**config.mk**
```make
export PLATFORM = sky130hd
export DESIGN_NAME = det_batch_ctrl
export DESIGN_NICKNAME = d
export VERILOG_FILES = /design/src/rtl/det_pkg.sv /design/src/rtl/det_addr_map.sv /design/src/rtl/det_batch_ctrl.sv
export SDC_FILE = /design/constraint.sdc
export NUM_CORES = 1
export LEC_CHECK = 0
export BUFFER_PORTS_ARGS = -buffer_cell sky130_fd_sc_hd__buf_2
export CAP_MARGIN = 20
export CORE_MARGIN = 2
export CORE_UTILIZATION = 43
export CTS_BUF_LIST = sky130_fd_sc_hd__clkbuf_4
export CTS_CLUSTER_DIAMETER = 80
export DETAILED_ROUTE_END_ITERATION = 8
export HOLD_SLACK_MARGIN = 0.03
export MAX_ROUTING_LAYER = met4
export PLACE_DENSITY = 0.82
export SLEW_MARGIN = 20
export SYNTH_ARGS = -nofsm -noshare
export SYNTH_HDL_FRONTEND = slang
export SYNTH_SLANG_ARGS = --single-unit
```
**constraint.sdc**
```tcl
create_clock -name clk -period 2 [get_ports clk]
set_clock_uncertainty 0.05 [all_clocks]
set_input_delay 0.4 -clock clk [delete_from_list [all_inputs] [get_ports clk]]
set_output_delay 0.4 -clock clk [all_outputs]
set_load 0.1 [all_outputs]
```
**src/rtl/det_pkg.sv**
```systemverilog
// Shared definitions for the determinant batch sequencer: FSM state encoding,
// matrix-memory slot layout and the accepted matrix-dimension range.
package det_pkg;

    typedef enum logic [2:0] {
        ST_IDLE,
        ST_HOLD,
        ST_HDR,
        ST_RUN,
        ST_EMIT,
        ST_DONE
    } state_t;

    // Each job owns a slot of SLOT_WORDS words: header first, then the
    // elements laid out row-major with a fixed 4-word row pitch.
    localparam int unsigned SLOT_WORDS = 16;
    localparam int unsigned HDR_OFF    = 0;
    localparam int unsigned ELEM_OFF   = 4;
    localparam int unsigned ROW_STRIDE = 4;

    localparam int unsigned N_MIN = 2;
    localparam int unsigned N_MAX = 3;

    // True when the header dimension is one the engine can handle.
    function automatic logic n_valid(input logic [2:0] n);
        return (n >= 3'(N_MIN)) && (n <= 3'(N_MAX));
    endfunction

endpackage

```
**src/rtl/det_addr_map.sv**
```systemverilog
// Combinational matrix-memory address generator.
// Ports:
//   job      in  JOBS_W   current job number (selects the slot)
//   state    in  state_t  sequencer state (selects header/element/none)
//   row, col in  2        engine element request (i, j)
//   mem_addr out JOBS_W+4 word address; 0 outside HDR and RUN
module det_addr_map
    import det_pkg::*;
#(
    parameter int unsigned JOBS_W = 4
) (
    input  logic [JOBS_W-1:0] job,
    input  state_t            state,
    input  logic [1:0]        row,
    input  logic [1:0]        col,
    output logic [JOBS_W+3:0] mem_addr
);

    localparam int unsigned AW = JOBS_W + 4;

    logic [AW-1:0] base;
    logic [AW-1:0] elem;

    assign base = AW'(job) * AW'(SLOT_WORDS);
    assign elem = base + AW'(ELEM_OFF) + AW'(ROW_STRIDE) * AW'(row) + AW'(col);

    // Header read in HDR, element reads in RUN, parked at 0 otherwise.
    always_comb begin
        mem_addr = '0;
        case (state)
            ST_HDR:  mem_addr = base + AW'(HDR_OFF);
            ST_RUN:  mem_addr = elem;
            default: ;
        endcase
    end

endmodule

```
**src/rtl/det_batch_ctrl.sv**
```systemverilog
// Batch sequencer for the determinant engine. Walks num_jobs matrix slots,
// resets and launches the engine per job, maps engine (i, j) requests onto
// the matrix memory and returns one signed result per job on a valid/ready
// port, flagging bad dimensions and engine timeouts.
// Ports:
//   clk, reset          clock, synchronous active-high reset
//   start, num_jobs     batch launch pulse and job count (sampled in IDLE)
//   busy, done          not-IDLE flag, one-cycle end-of-batch pulse
//   mem_addr, mem_rdata matrix memory (combinational read)
//   eng_reset           engine reset, low only in HDR and RUN
//   eng_read_data       memory data forwarded to the engine
//   eng_i, eng_j        engine element request
//   eng_write_data      engine running result
//   eng_finish          engine completion
//   res_valid/ready     result handshake
//   res_idx, res_data   job number and signed determinant (0 on error)
//   res_err             job failed (bad n or timeout)
module det_batch_ctrl
    import det_pkg::*;
#(
    parameter int unsigned MAX     = 20,
    parameter int unsigned JOBS_W  = 4,
    parameter int unsigned TIMEOUT = 64
) (
    input  logic                clk,
    input  logic                reset,
    input  logic                start,
    input  logic [JOBS_W-1:0]   num_jobs,
    output logic                busy,
    output logic                done,
    output logic [JOBS_W+3:0]   mem_addr,
    input  logic [MAX-1:0]      mem_rdata,
    output logic                eng_reset,
    output logic [MAX-1:0]      eng_read_data,
    input  logic [MAX-1:0]      eng_i,
    input  logic [MAX-1:0]      eng_j,
    input  logic [2*MAX-1:0]    eng_write_data,
    input  logic                eng_finish,
    output logic                res_valid,
    input  logic                res_ready,
    output logic [JOBS_W-1:0]   res_idx,
    output logic [2*MAX-1:0]    res_data,
    output logic                res_err
);

    localparam int unsigned RW    = 2 * MAX;
    localparam int unsigned CNT_W = $clog2(TIMEOUT) + 1;

    state_t             state_q;
    state_t             next_state;
    logic [JOBS_W-1:0]  job_q;
    logic [JOBS_W-1:0]  count_q;
    logic [CNT_W-1:0]   cnt_q;
    logic               busy_q;
    logic               done_q;
    logic               res_valid_q;
    logic               eng_reset_q;
    logic [RW-1:0]      res_data_q;
    logic               res_err_q;

    logic               n_ok;
    logic               last_job;
    logic               timed_out;
    logic               unused_req_bits;

    assign n_ok      = n_valid(mem_rdata[2:0]);
    assign last_job  = (job_q == count_q - JOBS_W'(1));
    assign timed_out = (cnt_q == CNT_W'(TIMEOUT - 1));

    // Only the low two bits of the request index address a 4x4 slot window.
    assign unused_req_bits = ^{eng_i[MAX-1:2], eng_j[MAX-1:2]};

    det_addr_map #(
        .JOBS_W (JOBS_W)
    ) u_addr_map (
        .job      (job_q),
        .state    (state_q),
        .row      (eng_i[1:0]),
        .col      (eng_j[1:0]),
        .mem_addr (mem_addr)
    );

    assign eng_read_data = mem_rdata;

    // Next-state decode; finish is checked before timeout so it wins a tie.
    always_comb begin
        next_state = state_q;
        case (state_q)
            ST_IDLE: if (start) next_state = (num_jobs == '0) ? ST_DONE : ST_HOLD;
            ST_HOLD: next_state = ST_HDR;
            ST_HDR:  next_state = n_ok ? ST_RUN : ST_EMIT;
            ST_RUN:  if (eng_finish || timed_out) next_state = ST_EMIT;
            ST_EMIT: if (res_ready) next_state = last_job ? ST_DONE : ST_HOLD;
            ST_DONE: next_state = ST_IDLE;
            default: next_state = ST_IDLE;
        endcase
    end

    // State, registered outputs (decoded from next state) and job datapath.
    always_ff @(posedge clk) begin
        if (reset) begin
            state_q     <= ST_IDLE;
            busy_q      <= 1'b0;
            done_q      <= 1'b0;
            res_valid_q <= 1'b0;
            eng_reset_q <= 1'b1;
            res_data_q  <= '0;
            res_err_q   <= 1'b0;
            job_q       <= '0;
            count_q     <= '0;
            cnt_q       <= '0;
        end else begin
            state_q     <= next_state;
            busy_q      <= (next_state != ST_IDLE);
            done_q      <= (next_state == ST_DONE);
            res_valid_q <= (next_state == ST_EMIT);
            eng_reset_q <= !((next_state == ST_HDR) || (next_state == ST_RUN));

            case (state_q)
                ST_IDLE: begin
                    if (start && (num_jobs != '0)) begin
                        count_q <= num_jobs;
                        job_q   <= '0;
                    end
                end
                ST_HOLD: cnt_q <= '0;
                ST_HDR: begin
                    if (!n_ok) begin
                        res_err_q  <= 1'b1;
                        res_data_q <= '0;
                    end
                end
                ST_RUN: begin
                    cnt_q <= cnt_q + CNT_W'(1);
                    if (eng_finish) begin
                        res_data_q <= eng_write_data;
                        res_err_q  <= 1'b0;
                    end else if (timed_out) begin
                        res_data_q <= '0;
                        res_err_q  <= 1'b1;
                    end
                end
                ST_EMIT: begin
                    if (res_ready && !last_job) job_q <= job_q + JOBS_W'(1);
                end
                default: ;
            endcase
        end
    end

    assign busy      = busy_q;
    assign done      = done_q;
    assign res_valid = res_valid_q;
    assign eng_reset = eng_reset_q;
    assign res_idx   = job_q;
    assign res_data  = res_data_q;
    assign res_err   = res_err_q;

endmodule

```
==> impl_metrics.ini <==
[die]
core_sq_um = 6350
io_pins = 186
die_h_um = 85.2
die_w_um = 85.2
num_rows = 29
die_area_sq_um = 7260
start_util = 0.446

[logic_synthesis]
yosysMostFrequentCell = dfxtp_1
synth_top_cell_by_area = dfxtp_1
syn_area_sq_um = 2830
avgSynthCellArea_sq_um = 9.17
ys_ff_latch = 63
synth_nets = 422
synthFlopType = dfxtp_1
synth_edf_count = 0
ys_async_sr_fraction = 0
synthDistinctLibCells = 45
synthTopCellsByArea = dfxtp_1 45%, a22oi_1 8.2%, nor2_1 6.1%
yosys_warnings = 0
ys_seq_area_frac = 0.445
synth_commonest_cells = 63 x dfxtp_1, 46 x nor2_1, 31 x a22oi_1
synth_top_area_share = 0.445
syn-instance-count = 309

[grt]
grt_max_degree = 42
grt_use_total = 0.182
grt_pass1_vias = 2299
grt_pass1_wl_mm = 10.3
grt_overflow = 0
antenna_found_initial = 0

[detailed_routing]
drtIter0Drc = 118
via_per_inst = 5.29
wl_per_cell_um = 14.0
routed_wl_mm = 6.88
drt_first_pass_iters = 4
drc = 0
antenna_left = 0
vias = 2590

[clocking]
cts_sinks = 63
ctsHoldBuffers = 0
clk_pin_slew_worst_paths_ps = 110
cts_tree = built
clk_root_buffer_cell = clkbuf_4
htreeDepth = 3
cts_buffers = 9
cts_max_path_buffers = 2
insertion_delay_ps = 390

[pwr]
clkPwrFrac = 0.330
seqPwrFrac = 0.513
pwr_density_cell_nw_per_um2 = 676
leakagePower_nw = 1.63
vdd_ir_drop_max_mv = 0.470
p_int_w = 0.00177
switchingPower_w = 0.000748
combPwrFrac = 0.158
swShare = 0.297

[sta]
timing.final.crit_share = 1.04
timing.fmax_mhz = 480
setup_slack_ps = -81.3
fin_hold_ws_ps = 166
tightest_slew_ps = 497
slew_headroom = 0.671
period_minus_slack_ps = 2080
hold_viol_final = 0
finalSetupViolCount = 1
slew_viol_final = 0
rsz0062_at_grt = yes

[worst_setup_path]
endpoint_kind = primary output
cp_num_buf_inv = 1
crit_type = reg2out
worstReg2RegStart = cnt_q[0]
cp_max_fo = 6
crit_path_start_kind = flip-flop
critical_path.cell_chain = nand2_1 -> or3_4 -> a21oi_4 -> buf_12
cp.required_ps = 1550
cp_top_family = simple AND/OR/NAND/NOR gates
critPathSlowestCell = dfxtp_4
slowest_delay_ps = 420
worstSetupStartpoint = res_idx[2]
worstPathArrival_ps = 1630

[placement]
place_hpwl_mm = 4.69
placed_cell_area_sq_um = 3470
gp_congestion = 0.802
io_buffers = 113
dp_cells = 465

[layout]
stdcell_area_sq_um = 3730
num_antenna_cells = 0
final_cells = 490
final_layout_size_suffix_gt1_frac = 0.455
fin_util = 0.587
areaGrowthSynthToFinish_pct = 31.6
fin_nets = 521

[status]
status = finished, violations left
violations = setup timing

[min_path]
hp-class = in2reg
min_from = num_jobs[1]

[job]
max-cap-violations = 0
cell type report:
cell class	instances	area, sq um
inverters	6	22.5
clock inverters	7	63.8
flip-flops and latches	63	1280
repair buffers	129	822
clock buffers	9	67.6
multi-input cells	199	1380
fillers	536	2620
well taps	77	96.3
per-stage QoR:
stage               power, W  setup WS, ps  setup TNS (ps)
floorplan            0.00177          -233            -233
global placement     0.00169           108               0
detailed placement   0.00170          12.0               0
CTS                  0.00254          -137            -211
global route         0.00262          -172            -284
finish               0.00252         -81.3           -81.3
flip-flops by register name, summed over array words and instances (netlist names):
name and flops:
busy 1, cnt_q 7, count_q 4, done 1, eng_reset 1, res_data 40, res_err 1, res_idx 4
res_valid 1, state_q 3
logic make-up (layout without fill, tap and decap cells):
group	count (synthesis)	after routing	synth area share
buf+inv	48	151	0.107
fa+ha+maj	4	4	0.0177
xor+xnor	9	9	0.0327
mux	1	1	0.00353
simple gates	109	109	0.185
flops	63	63	0.445
compound gates	75	76	0.210
path summary, 6_finish.rpt:
path / slack, ps / cells past startpoint / end
setup / recovery: -80 / 4 / mem_addr[7]
setup reg to reg: 160 / 6 / res_data[11]
hold reg to reg: 420 / 2 / res_err
hold / removal: 170 / 2 / count_q[1]
power by group through the flow:
stage	clock, W	combinational, W	sequential [W]
global route	0.000903	0.000425	0.00130
finish	0.000831	0.000398	0.00129
global placement	0	0.000367	0.00132
floorplan	0	0.000360	0.00141
detailed placement	0	0.000374	0.00132
CTS	0.000858	0.000389	0.00129
routing by layer:
metal  track usage  routed length, um  share of wire
met5             -                  0              0
met2         0.301               3500           0.51
met1         0.198               2790           0.41
met3        0.0486                465          0.068
met4         0.102                125          0.018
cell usage in the layout, fill, tap and decap left out, types with 3 or more instances in the layout:
master    instances
nand3_1           4
nor2_2            9
and3_1            5
dfxtp_1          57
buf_2           105
xor2_1            3
o21ai_0           6
dfxtp_4           4
buf_12            9
a22o_1            4
ha_1              3
nand2_1          17
clkbuf_4          9
a21oi_1           8
nand2b_1          3
nor3_1            6
a22oi_2           9
a22oi_1          31
nor2_4            4
buf_4            14
xnor2_1           3
nor2_1           42
inv_1             6
and2_1            3
timing repair:
item | CTS | global route
pin swaps | 2 | 5
cloned | 0 | 1
gates resized for setup | 8 | 6
setup buffers | 7 | 1
hold endpoints to repair | 0 | 0
setup endpoints to repair | 7 | 44
(Power assumes the default switching activity.)
